--- config.mk ---
export PLATFORM = sky130hd
export DESIGN_NAME = poly_sub_decode_flat
export DESIGN_NICKNAME = d
export VERILOG_FILES = /design/src/rtl/poly_sub_decode_if.sv /design/src/rtl/poly_sub_decode.sv /design/src/flat_wrapper.sv
export SDC_FILE = /design/constraint.sdc
export NUM_CORES = 1
export LEC_CHECK = 0
export ABC_AREA = 1
export ABC_CLOCK_PERIOD_IN_PS = 2540
export BUFFER_PORTS_ARGS = -buffer_cell sky130_fd_sc_hd__buf_2
export CORE_UTILIZATION = 25
export DETAILED_ROUTE_END_ITERATION = 12
export GPL_TIMING_DRIVEN = 0
export HOLD_SLACK_MARGIN = 0.08
export MAX_ROUTING_LAYER = met4
export PLACE_DENSITY_LB_ADDON = 0.12
export SKIP_CTS_REPAIR_TIMING = 1
export SLEW_MARGIN = 20
export SYNTH_ARGS = -nofsm -noshare
export SYNTH_HDL_FRONTEND = slang
export SYNTH_SLANG_ARGS = --single-unit
--- constraint.sdc ---
create_clock -name clk -period 2.54 [get_ports clk]
set_input_delay 0.254 -clock clk [delete_from_list [all_inputs] [get_ports clk]]
set_output_delay 0.254 -clock clk [all_outputs]
set_load 0.005 [all_outputs]
--- src/rtl/poly_sub_decode_if.sv ---
// Stream bundle for poly_sub_decode: (v, sᵀu) coefficient pairs in,
// reduced coefficient with its decoded bit, index and range flag out.
interface poly_sub_decode_if #(
    parameter int DATA_WID = 12,
    parameter int IDX_W    = 8
);
    logic                in_valid;
    logic                in_ready;
    logic [DATA_WID-1:0] in_v;
    logic [DATA_WID-1:0] in_w;
    logic                out_valid;
    logic                out_ready;
    logic [DATA_WID-1:0] out_coeff;
    logic                out_bit;
    logic [IDX_W-1:0]    out_idx;
    logic                out_last;
    logic                range_err;

    modport master (
        output in_valid, in_v, in_w, out_ready,
        input  in_ready, out_valid, out_coeff, out_bit, out_idx, out_last, range_err
    );

    modport slave (
        input  in_valid, in_v, in_w, out_ready,
        output in_ready, out_valid, out_coeff, out_bit, out_idx, out_last, range_err
    );
endinterface

--- src/rtl/poly_sub_decode.sv ---
// Decapsulation back-end: w' = (v - sᵀu) mod Q per coefficient, decoded to a
// message bit, in a 2-stage stall-together pipeline with a running index.
module poly_sub_decode #(
    parameter int DATA_WID = 12,
    parameter int Q        = 3329,
    parameter int N_COEFF  = 256
) (
    input  logic              clk,
    input  logic              rst_n,
    poly_sub_decode_if.slave  bus
);
    localparam int IDX_W  = $clog2(N_COEFF);
    localparam int DIFF_W = DATA_WID + 1;

    localparam logic [DATA_WID-1:0]      Q_U      = DATA_WID'(Q);
    localparam logic signed [DIFF_W-1:0] Q_S      = DIFF_W'(Q);
    localparam logic [IDX_W-1:0]         IDX_LAST = IDX_W'(N_COEFF - 1);
    // Bit is 1 when round(2c/Q) is odd: c in [ceil(Q/4), floor(3Q/4)].
    localparam logic [DATA_WID-1:0]      DEC_LO   = DATA_WID'((Q + 3) / 4);
    localparam logic [DATA_WID-1:0]      DEC_HI   = DATA_WID'((3 * Q) / 4);

    function automatic logic [DATA_WID-1:0] mod_q(input logic signed [DIFF_W-1:0] d);
        logic signed [DIFF_W-1:0] t;
        t = d[DIFF_W-1] ? d + Q_S : d;
        return t[DATA_WID-1:0];
    endfunction

    function automatic logic decode_bit(input logic [DATA_WID-1:0] c);
        return (c >= DEC_LO) && (c <= DEC_HI);
    endfunction

    logic                     en;
    logic                     xfer_in;
    logic                     oor;
    logic [IDX_W-1:0]         idx_cnt;
    logic                     err_q;

    logic                     vld_p1;
    logic signed [DIFF_W-1:0] diff_p1;
    logic [IDX_W-1:0]         idx_p1;
    logic [DATA_WID-1:0]      coeff_s2;

    logic                     vld_p2;
    logic [DATA_WID-1:0]      coeff_p2;
    logic                     bit_p2;
    logic [IDX_W-1:0]         idx_p2;
    logic                     last_p2;

    // Whole pipe advances together; in_ready derives only from output state.
    assign en       = !vld_p2 || bus.out_ready;
    assign xfer_in  = bus.in_valid && en;
    assign oor      = (bus.in_v >= Q_U) || (bus.in_w >= Q_U);
    assign coeff_s2 = mod_q(diff_p1);

    always_ff @(posedge clk or negedge rst_n) begin
        if (!rst_n) begin
            idx_cnt  <= '0;
            err_q    <= 1'b0;
            vld_p1   <= 1'b0;
            diff_p1  <= '0;
            idx_p1   <= '0;
            vld_p2   <= 1'b0;
            coeff_p2 <= '0;
            bit_p2   <= 1'b0;
            idx_p2   <= '0;
            last_p2  <= 1'b0;
        end else begin
            if (xfer_in) begin
                idx_cnt <= (idx_cnt == IDX_LAST) ? '0 : idx_cnt + 1'b1;
                if (oor) err_q <= 1'b1;
            end
            if (en) begin
                // stage 1: signed difference, valid and index captured together
                vld_p1   <= bus.in_valid;
                diff_p1  <= $signed({1'b0, bus.in_v}) - $signed({1'b0, bus.in_w});
                idx_p1   <= idx_cnt;
                // stage 2: fold into 0..Q-1 and decode
                vld_p2   <= vld_p1;
                coeff_p2 <= coeff_s2;
                bit_p2   <= decode_bit(coeff_s2);
                idx_p2   <= idx_p1;
                last_p2  <= (idx_p1 == IDX_LAST);
            end
        end
    end

    assign bus.in_ready  = en;
    assign bus.out_valid = vld_p2;
    assign bus.out_coeff = coeff_p2;
    assign bus.out_bit   = bit_p2;
    assign bus.out_idx   = idx_p2;
    assign bus.out_last  = last_p2;
    assign bus.range_err = err_q;
endmodule

--- src/flat_wrapper.sv ---
// flat-port wrapper written by rule: the top's interface ports become plain ports
module poly_sub_decode_flat 
#(
    parameter int DATA_WID = 12,
    parameter int Q        = 3329,
    parameter int N_COEFF  = 256
)
  (clk, rst_n, bus_in_valid, bus_in_v, bus_in_w, bus_out_ready, bus_in_ready, bus_out_valid, bus_out_coeff, bus_out_bit, bus_out_idx, bus_out_last, bus_range_err);
  poly_sub_decode_if #(.DATA_WID(DATA_WID)) bus_i ();
  input  logic clk;
  input  logic rst_n;
  input wire logic [$bits(bus_i.in_valid)-1:0] bus_in_valid;
  input wire logic [$bits(bus_i.in_v)-1:0] bus_in_v;
  input wire logic [$bits(bus_i.in_w)-1:0] bus_in_w;
  input wire logic [$bits(bus_i.out_ready)-1:0] bus_out_ready;
  output wire logic [$bits(bus_i.in_ready)-1:0] bus_in_ready;
  output wire logic [$bits(bus_i.out_valid)-1:0] bus_out_valid;
  output wire logic [$bits(bus_i.out_coeff)-1:0] bus_out_coeff;
  output wire logic [$bits(bus_i.out_bit)-1:0] bus_out_bit;
  output wire logic [$bits(bus_i.out_idx)-1:0] bus_out_idx;
  output wire logic [$bits(bus_i.out_last)-1:0] bus_out_last;
  output wire logic [$bits(bus_i.range_err)-1:0] bus_range_err;
  assign bus_i.in_valid = bus_in_valid;
  assign bus_i.in_v = bus_in_v;
  assign bus_i.in_w = bus_in_w;
  assign bus_i.out_ready = bus_out_ready;
  assign bus_in_ready = bus_i.in_ready;
  assign bus_out_valid = bus_i.out_valid;
  assign bus_out_coeff = bus_i.out_coeff;
  assign bus_out_bit = bus_i.out_bit;
  assign bus_out_idx = bus_i.out_idx;
  assign bus_out_last = bus_i.out_last;
  assign bus_range_err = bus_i.range_err;
  poly_sub_decode #(.DATA_WID(DATA_WID), .Q(Q), .N_COEFF(N_COEFF)) u_core (.clk(clk), .rst_n(rst_n), .bus(bus_i));
endmodule
* After elaboration in Yosys (flattened, before gate mapping)
Index checks and enable logic that the tools add are counted.
** Word-level totals
- Flip-flop bits (word level) :: 54
- Input port bits :: 28
- Logic and storage cells :: 27
** Cells by class
- Add/sub/neg operators :: 3
- Magnitude comparators :: 4
- Eq/ne operators :: 2
- Multiplexer cells :: 2
- Reductions and logical operators :: 6
** Operators with widths (number)
- 12-bit >= comparator (second input constant) :: 2
- 8-bit == test (second input constant) :: 2
- 12-bit by 12-bit subtractor with 13-bit output :: 1
- 12-bit by 11-bit adder with 12-bit output (second input constant) :: 1
- 12-bit by 10-bit >= comparator with 1-bit output (second input constant) :: 1
- 12-bit <= comparator (second input constant) :: 1
- 12-bit 2-to-1 mux :: 1
- 8-bit by 1-bit adder with 8-bit output (second input constant) :: 1
- 8-bit 2-to-1 mux :: 1
- 1-bit logical AND :: 2
- 1-bit logical OR :: 2
- 2-bit AND reduction :: 1
- 1-bit zero test :: 1

* Longest topological paths before layout
Gate-level depths: netlist (run 1).
- Depth after elaboration :: 4
- Gate-level depth with buffers :: 14
- Mapped depth without buffers :: 14

* Worst setup path before layout (run 1)
OpenSTA, ideal clock, no wires.
- Kind :: input port to flip-flop
- Start :: input bus_in_v[0]
- End :: register u_core.diff_p1[8]
- Library setup time :: 0.127 ns
- Data arrival time :: 1.551 ns
- Slack :: 0.861 ns
- Stages :: 10
- Path buffers :: 0
- Cells stage by stage :: inv_1 -> ha_1 -> fa_1 -> inv_1 -> nand3_1 -> nand2_1 -> a21boi_0 -> o21bai_1 -> xnor2_1 -> o21ai_0
** Between the ends
- Cells in the longest elaborated chain, start to end :: 1
** RTL lines
- from (decl) :: RTL line flat_wrapper.sv:13 : input wire logic [$bits(bus_i.in_v)-1:0] bus_in_v;
- 12-bit by 12-bit subtractor with 13-bit output :: RTL line poly_sub_decode.sv:75 : diff_p1 <= $signed({1'b0, bus.in_v}) - $signed({1'b0, bus.in_w});
- to (signal assigned) :: RTL line poly_sub_decode.sv:75
- to (decl) :: RTL line poly_sub_decode.sv:39 : logic signed [DIFF_W-1:0] diff_p1;
Every way passes these cells.
A chain may end at the register's enable or synchronous reset.

* Worst setup path in the final report (run 1)
- Start :: register u_core.vld_p2, in the netlist u_core.bus.out_valid
- End :: output bus_in_ready
** Between the ends
- Cells in the longest elaborated chain, start to end :: 2
** RTL lines
- from (decl) :: RTL line poly_sub_decode.sv:43 : logic vld_p2;
- from (signal assigned) :: RTL line poly_sub_decode.sv:78 : vld_p2 <= vld_p1;
- 1-bit zero test :: RTL line poly_sub_decode.sv:50 : assign en = !vld_p2 || bus.out_ready;
- 1-bit logical OR :: RTL line poly_sub_decode.sv:50
- to (decl) :: RTL line flat_wrapper.sv:16 : output wire logic [$bits(bus_i.in_ready)-1:0] bus_in_ready;
Every way passes these cells.

==> flow_results.xml, run 1 <==
<?xml version="1.0" encoding="UTF-8"?>
<metrics>
  <group name="status">
    <metric name="run_status" unit="">completed</metric>
  </group>
  <group name="die">
    <metric name="floorplan.initialDensity" unit="%">26.07</metric>
    <metric name="die_y" unit="um">114.6</metric>
    <metric name="design.die.area" unit="mm^2">0.01314</metric>
    <metric name="row_count" unit="">40</metric>
    <metric name="design.core.area" unit="mm^2">0.01216</metric>
    <metric name="top_level_ports" unit="">53</metric>
    <metric name="die-width" unit="um">114.6</metric>
  </group>
  <group name="timing">
    <metric name="timing_hold_violations_final" unit="">0</metric>
    <metric name="maxClockFrequency" unit="GHz">0.5307</metric>
    <metric name="slew_viol_final" unit="">0</metric>
    <metric name="worst_slew_margin_rel" unit="%">53.73</metric>
    <metric name="finalWorstPathRequiredPeriod" unit="ps">1884</metric>
    <metric name="tightestPinTransition" unit="ps">694.0</metric>
    <metric name="finalSetupViolCount" unit="">0</metric>
    <metric name="rsz_0062_raised_after_global_routing" unit="">false</metric>
    <metric name="final_min_period_over_clock_period" unit="%">74.18</metric>
    <metric name="total_negative_slack" unit="ps">0</metric>
    <metric name="timing.clock.skew" unit="ps">8.405</metric>
  </group>
  <group name="routing">
    <metric name="drt-initial-drc-count" unit="">132</metric>
    <metric name="drt-vias-per-instance" unit="">4.189</metric>
    <metric name="antenna_left" unit="">0</metric>
    <metric name="num_vias" unit="">2685</metric>
    <metric name="route.detailed.drc" unit="">0</metric>
    <metric name="route.final.wire_length" unit="um">7766</metric>
    <metric name="drtPass1Iterations" unit="">4</metric>
    <metric name="detail_route.wl_per_cell" unit="um">12.12</metric>
  </group>
  <group name="synth">
    <metric name="synth.area.top_cells" unit="">dfrtp_1 (43%), nand2_1 (13%), inv_1 (6.9%)</metric>
    <metric name="synthDistinctLibCells" unit="">40</metric>
    <metric name="mappedNetlistArea" unit="mm^2">0.003171</metric>
    <metric name="yosysSeqAreaShare" unit="%">42.62</metric>
    <metric name="ys_top_cells_by_count" unit="">nand2_1 (107), inv_1 (58), dfrtp_1 (54), o21ai_0 (38), nand3_1 (23)</metric>
    <metric name="post-synth-top-count-cell" unit="">nand2_1</metric>
    <metric name="synth_edf_count" unit="">0</metric>
    <metric name="postSynthRegisterBits" unit="">54</metric>
    <metric name="post_synth.cell_area_avg" unit="um^2">7.695</metric>
    <metric name="ys.warnings.count" unit="">0</metric>
    <metric name="synth_area_leader_cell" unit="">dfrtp_1</metric>
    <metric name="yosysTopAreaCellShare" unit="%">42.62</metric>
    <metric name="netlist_instances" unit="">412</metric>
    <metric name="ys.flop_type" unit="">dfrtp_1</metric>
    <metric name="ys_async_sr_fraction" unit="%">100.0</metric>
    <metric name="synth.net_count" unit="">455</metric>
  </group>
  <group name="global_route">
    <metric name="grt_usage" unit="%">13.28</metric>
    <metric name="largest_net_degree_at_the_start_of_global_routing" unit="">55</metric>
    <metric name="grt_antenna_before_repair" unit="">0</metric>
    <metric name="grt_pass1_wl" unit="um">13150</metric>
    <metric name="globalRoute.totalOverflow" unit="">0</metric>
    <metric name="number_of_global_route_vias_before_repair" unit="">2637</metric>
  </group>
  <group name="power_and_ir_drop">
    <metric name="p_total" unit="uW">2939</metric>
    <metric name="powerDensity" unit="mW/mm^2">771.7</metric>
    <metric name="ir_worst_vdd" unit="uV">257.9</metric>
    <metric name="cellLeakagePower" unit="uW">0.001907</metric>
  </group>
  <group name="final_layout">
    <metric name="final_layout_size_suffix_gt1_share" unit="%">18.82</metric>
    <metric name="finish.utilization" unit="%">31.32</metric>
    <metric name="count_of_fill_cells_added_during_filler_insertion" unit="">1358</metric>
    <metric name="antenna_cells" unit="">0</metric>
    <metric name="synthToLayoutAreaGrowth" unit="%">20.13</metric>
    <metric name="postLayoutCellArea" unit="mm^2">0.003809</metric>
    <metric name="finish.net_count" unit="">515</metric>
  </group>
  <group name="clock_tree">
    <metric name="worst_skew_pair.late_latency" unit="ps">290</metric>
    <metric name="tritoncts" unit="">built</metric>
    <metric name="cts.root.buffer_cell" unit="">clkbuf_16</metric>
    <metric name="cts.clk_slew.worst_paths" unit="ps">70</metric>
    <metric name="clock-sinks" unit="">54</metric>
    <metric name="cts_buffers" unit="">5</metric>
    <metric name="ctsLongestPathBuffers" unit="">2</metric>
    <metric name="clock_tree.htree_level_count" unit="">2</metric>
  </group>
  <group name="placed_design">
    <metric name="numPortBuffers" unit="">52</metric>
    <metric name="dpl.hpwl" unit="um">6217</metric>
    <metric name="place.gp.congestion" unit="">0.7843</metric>
    <metric name="placed_area" unit="mm^2">0.003643</metric>
  </group>
  <group name="setup_path">
    <metric name="criticalPathCategory" unit="">reg -&gt; out</metric>
    <metric name="critical_path_peak_fanout" unit="">10</metric>
    <metric name="crit_arrival" unit="ps">1630</metric>
    <metric name="setup.worst_path.start_class" unit="">register</metric>
    <metric name="regToRegSetupSlack" unit="ps">900</metric>
    <metric name="cp-end-kind" unit="">primary output</metric>
    <metric name="cp.required" unit="ps">2290</metric>
  </group>
  <group name="worst_hold_path">
    <metric name="worst_min_delay_path_category" unit="">in -&gt; reg</metric>
  </group>
  <group name="flow_run">
    <metric name="maxCapViolations" unit="">0</metric>
  </group>
</metrics>
[where the power goes]
group | total, uW | leakage [uW] | internal [uW] | switching (uW)
logic | 915 | 0.00118 | 371 | 543
registers | 1320 | 0.000652 | 1120 | 201
clock network | 706 | 0.0000735 | 396 | 309
total | 2940 | 0.00191 | 1890 | 1050
[final timing paths]
| check | start | endpoint | depth (start not counted) |
|---|---|---|---|
| worst max-delay path | u_core.bus.out_valid | bus_in_ready | 5 |
| worst min-delay path | bus_in_valid | u_core.vld_p1 | 3 |
| worst max register to register | u_core.diff_p1[0] | u_core.bus.out_bit | 13 |
| worst min register to register | u_core.vld_p1 | u_core.bus.out_valid | 2 |
| max in group asynchronous | rst_n | u_core.bus.out_coeff[6] | 2 |
| min in group asynchronous | rst_n | u_core.diff_p1[3] | 2 |
[per-stage QoR]
stage                     hold slack [ps]  cells  setup slack (ps)
after CTS                           43.62    640             626.7
after detailed placement            355.6    632             562.8
after floorplan                    -41.59    412             861.2
final                               279.1    641             655.8
after global routing                317.6    641             531.7
after global placement              425.2    632             587.1
[state kept, by name (all words and copies together) (netlist names)]
register              flops
u_core.idx_p1             8
u_core.idx_cnt            8
u_core.vld_p1             1
u_core.bus.out_last       1
u_core.bus.out_coeff     12
u_core.bus.out_bit        1
u_core.bus.out_idx        8
u_core.diff_p1           13
u_core.bus.range_err      1
u_core.bus.out_valid      1
[logic make-up (layout without fill, tap and decap cells)]
group	after synthesis	after routing	share of synthesized area, %
xor gates and xnor gates	9	9	2.486
and+or+nand+nor	193	193	27.74
adders and majority gates	15	15	6.156
AOI/OAI and AO/OA	70	70	12.08
DFF	54	54	42.62
buffers and inverters	71	132	8.918
[layout by cell type, fill, tap and decap left out, types with 2 or more instances in the layout]
| cell type | n |
|---|---|
| a21oi_1 | 14 |
| a31oi_1 | 4 |
| buf_2 | 52 |
| buf_4 | 3 |
| clkbuf_1 | 6 |
| clkbuf_16 | 5 |
| clkinv_1 | 2 |
| dfrtp_1 | 54 |
| ha_1 | 14 |
| inv_1 | 58 |
| nand2_1 | 107 |
| nand2_2 | 11 |
| nand3_1 | 23 |
| nand3_2 | 2 |
| nand4_1 | 5 |
| nor2_1 | 22 |
| nor2_2 | 4 |
| nor2_4 | 2 |
| nor3_1 | 5 |
| nor3_2 | 2 |
| nor4_1 | 4 |
| o21a_1 | 3 |
| o21ai_0 | 38 |
| o21ai_1 | 4 |
| or2_1 | 2 |
| xnor2_1 | 3 |
| xor2_1 | 6 |
[critical path: stages, from the launching register on]
cell and delay, ps:
dfrtp_1 380, inv_1 50, or2_4 130, buf_4 190, clkbuf_1 390, buf_2 200
[final cells by class]
class	instances	area, um^2	share of cell area [%]
clock inverters	2	16.27	0.4271
plain buffers	10	53.80	1.413
multi-input cells	287	1536	40.34
inverters	61	229.0	6.012
repair buffers	53	272.8	7.162
flip-flops and latches	54	1351	35.48
well taps	168	210.2	5.519
clock buffers	6	138.9	3.647
[per-layer routing]
metal	track usage [%]	routed length, um	part of all wire (%)	vias up
met1	18.56	4145	53	1175
li1	-	-	-	1448
met3	1.800	312	4.0	7
met4	3.896	95	1.2	0
met2	19.96	3213	41	55
met5	-	0	0	-
Note: power is estimated with default switching activity, not from simulation.
==> inputs of run 2 (changes only) <==
- ABC_CLOCK_PERIOD_IN_PS: 2540 -> 1900
- clock period: 2.54 -> 1.9 ns (I/O delays scaled with it)
==> run 2 against run 1 <==
Clock power grew 34%. Combinational power is 33% higher. Largest power group unchanged. Utilization barely moved. Design area about the same. Clock-buffer cell count is the same.
==> flow_results.xml, run 2 (synthesized netlist as in run 1, its figures left out) <==
<?xml version="1.0" encoding="UTF-8"?>
<metrics>
  <group name="global_route">
    <metric name="largest_net_degree_at_the_start_of_global_routing" unit="">55</metric>
    <metric name="number_of_global_route_vias_before_repair" unit="">2637</metric>
    <metric name="globalRoute.totalOverflow" unit="">0</metric>
    <metric name="grt_pass1_wl" unit="um">13150</metric>
    <metric name="grt_antenna_before_repair" unit="">0</metric>
    <metric name="grt_usage" unit="%">13.28</metric>
  </group>
  <group name="clock_tree">
    <metric name="ctsLongestPathBuffers" unit="">2</metric>
    <metric name="cts_buffers" unit="">5</metric>
    <metric name="cts.clk_slew.worst_paths" unit="ps">70</metric>
    <metric name="tritoncts" unit="">built</metric>
    <metric name="cts.root.buffer_cell" unit="">clkbuf_16</metric>
    <metric name="clock-sinks" unit="">54</metric>
    <metric name="worst_skew_pair.late_latency" unit="ps">290</metric>
    <metric name="clock_tree.htree_level_count" unit="">2</metric>
  </group>
  <group name="die">
    <metric name="floorplan.initialDensity" unit="%">26.07</metric>
    <metric name="die-width" unit="um">114.6</metric>
    <metric name="design.core.area" unit="mm^2">0.01216</metric>
    <metric name="design.die.area" unit="mm^2">0.01314</metric>
    <metric name="row_count" unit="">40</metric>
    <metric name="top_level_ports" unit="">53</metric>
    <metric name="die_y" unit="um">114.6</metric>
  </group>
  <group name="power_and_ir_drop">
    <metric name="ir_worst_vdd" unit="uV">344.2</metric>
    <metric name="powerDensity" unit="mW/mm^2">1031</metric>
    <metric name="cellLeakagePower" unit="uW">0.001906</metric>
  </group>
  <group name="setup_path">
    <metric name="rr_startpoint" unit="">u_core.diff_p1[0]</metric>
    <metric name="timing.critical_path.from" unit="">u_core.diff_p1[0]</metric>
    <metric name="cp.required" unit="ps">2090</metric>
    <metric name="crit_path_end" unit="">u_core.bus.out_bit</metric>
    <metric name="regToRegSetupSlack" unit="ps">260</metric>
    <metric name="cp-end-kind" unit="">register</metric>
    <metric name="setup.worst_path.start_class" unit="">register</metric>
    <metric name="crit_arrival" unit="ps">1830</metric>
    <metric name="critical_path.reg2reg.endpoint" unit="">u_core.bus.out_bit</metric>
    <metric name="reg2regPathDepth" unit="">13</metric>
    <metric name="critical_path_peak_fanout" unit="">5</metric>
    <metric name="criticalPathCategory" unit="">reg -&gt; reg</metric>
  </group>
  <group name="final_layout">
    <metric name="number_of_standard_cells_in_the_layout_taps_in_and_fillers_out" unit="">640</metric>
    <metric name="max_ffs_per_register" unit="">13</metric>
    <metric name="largest-register" unit="">u_core.diff_p1</metric>
    <metric name="multiInputGateArea" unit="mm^2">0.001536</metric>
    <metric name="synthToLayoutAreaGrowth" unit="%">20.01</metric>
    <metric name="count_of_fill_cells_added_during_filler_insertion" unit="">1358</metric>
    <metric name="finish.net_count" unit="">514</metric>
    <metric name="finish.utilization" unit="%">31.29</metric>
    <metric name="layout_common_cells" unit="">nand2_1 (107), inv_1 (58), dfrtp_1 (54), buf_2 (52), o21ai_0 (38)</metric>
    <metric name="layout.area.seq" unit="mm^2">0.001351</metric>
    <metric name="final_layout_size_suffix_gt1_share" unit="%">18.86</metric>
    <metric name="layout.cells.most_common" unit="">nand2_1</metric>
    <metric name="antenna_cells" unit="">0</metric>
  </group>
  <group name="routing">
    <metric name="route.final.wire_length" unit="um">7750</metric>
    <metric name="drt-initial-drc-count" unit="">128</metric>
    <metric name="drtPass1Iterations" unit="">4</metric>
    <metric name="drt-vias-per-instance" unit="">4.213</metric>
    <metric name="detail_route.wl_per_cell" unit="um">12.11</metric>
    <metric name="route.detailed.drc" unit="">0</metric>
    <metric name="num_vias" unit="">2696</metric>
    <metric name="antenna_left" unit="">0</metric>
  </group>
  <group name="timing">
    <metric name="slew_viol_final" unit="">0</metric>
    <metric name="finalSetupViolCount" unit="">0</metric>
    <metric name="finalWorstPathRequiredPeriod" unit="ps">1639</metric>
    <metric name="total_negative_slack" unit="ps">0</metric>
    <metric name="maxClockFrequency" unit="GHz">0.6102</metric>
    <metric name="finalHoldWorstSlack" unit="ps">215.4</metric>
    <metric name="timing_hold_violations_final" unit="">0</metric>
    <metric name="timing.clock.skew" unit="ps">8.242</metric>
    <metric name="final_min_period_over_clock_period" unit="%">86.25</metric>
    <metric name="rsz_0062_raised_after_global_routing" unit="">false</metric>
    <metric name="tightestPinTransition" unit="ps">692.4</metric>
    <metric name="worst_slew_margin_rel" unit="%">53.84</metric>
  </group>
  <group name="status">
    <metric name="run_status" unit="">completed</metric>
  </group>
  <group name="worst_hold_path">
    <metric name="hold_path_startpoint" unit="">bus_in_valid</metric>
    <metric name="worst_min_delay_path_category" unit="">in -&gt; reg</metric>
    <metric name="hold_depth" unit="">3</metric>
  </group>
  <group name="placed_design">
    <metric name="dpl.hpwl" unit="um">6217</metric>
    <metric name="numPortBuffers" unit="">52</metric>
    <metric name="place.gp.congestion" unit="">0.7843</metric>
    <metric name="numPlacedInstances" unit="">632</metric>
  </group>
  <group name="flow_run">
    <metric name="maxCapViolations" unit="">0</metric>
  </group>
</metrics>
-- run 2: changes by cell type in the layout (fill, tap and decap cells not counted), sizes merged --
cell,previous run,this run
clkbuf,12,11
-- run 2: worst min-delay path by stage --
stage                           end  slack [ps]
4_1_cts          u_core.diff_p1[11]         -20
3_5_place_dp      u_core.diff_p1[3]         290
6_report              u_core.vld_p1         220
3_3_place_gp   u_core.bus.out_valid         430
2_1_floorplan    u_core.bus.out_bit        -110
5_1_grt               u_core.vld_p1         250
-- run 2: layout make-up --
type,count,area share (%)
multi-input cells,287,40.38
flip-flops and latches,54,35.51
repair buffers,53,7.169
inverters,61,6.018
well taps,168,5.525
clock buffers,6,3.650
plain buffers,9,1.315
clock inverters,2,0.4275
-- run 2: power breakdown --
part           switching (uW)  internal, uW
sequential                268          1490
combinational             723           496
clock                     414           530
-- run 2: through the flow --
step | area, um^2 | setup slack (ps) | power (uW)
floorplan | 3171 | 285.2 | 2541
global placement | 3641 | 11.09 | 3006
detailed placement | 3643 | -13.19 | 3032
CTS | 3799 | 50.72 | 3994
global route | 3805 | 95.91 | 4283
finish | 3805 | 261.3 | 3925
-- run 2: routing by layer --
layer	up-vias	wire length, um	GRT usage, %
li1	1447	-	-
met1	1183	4114	18.56
met2	59	3208	19.96
met3	7	331	1.800
met4	0	95	3.896
met5	-	0	-
-- run 2: worst max-delay path, cell delays in order, from the launching register on --
cell and delay (ps):
dfrtp_1 420, ha_1 310, inv_1 50, nand2_1 40, nand2_1 100, nand3_1 100, nor2_2 120, nand3_2 90
nand2_1 70, nand2_1 40, nand2_1 50, nand2_1 40, nand2_1 50, nand2_1 40
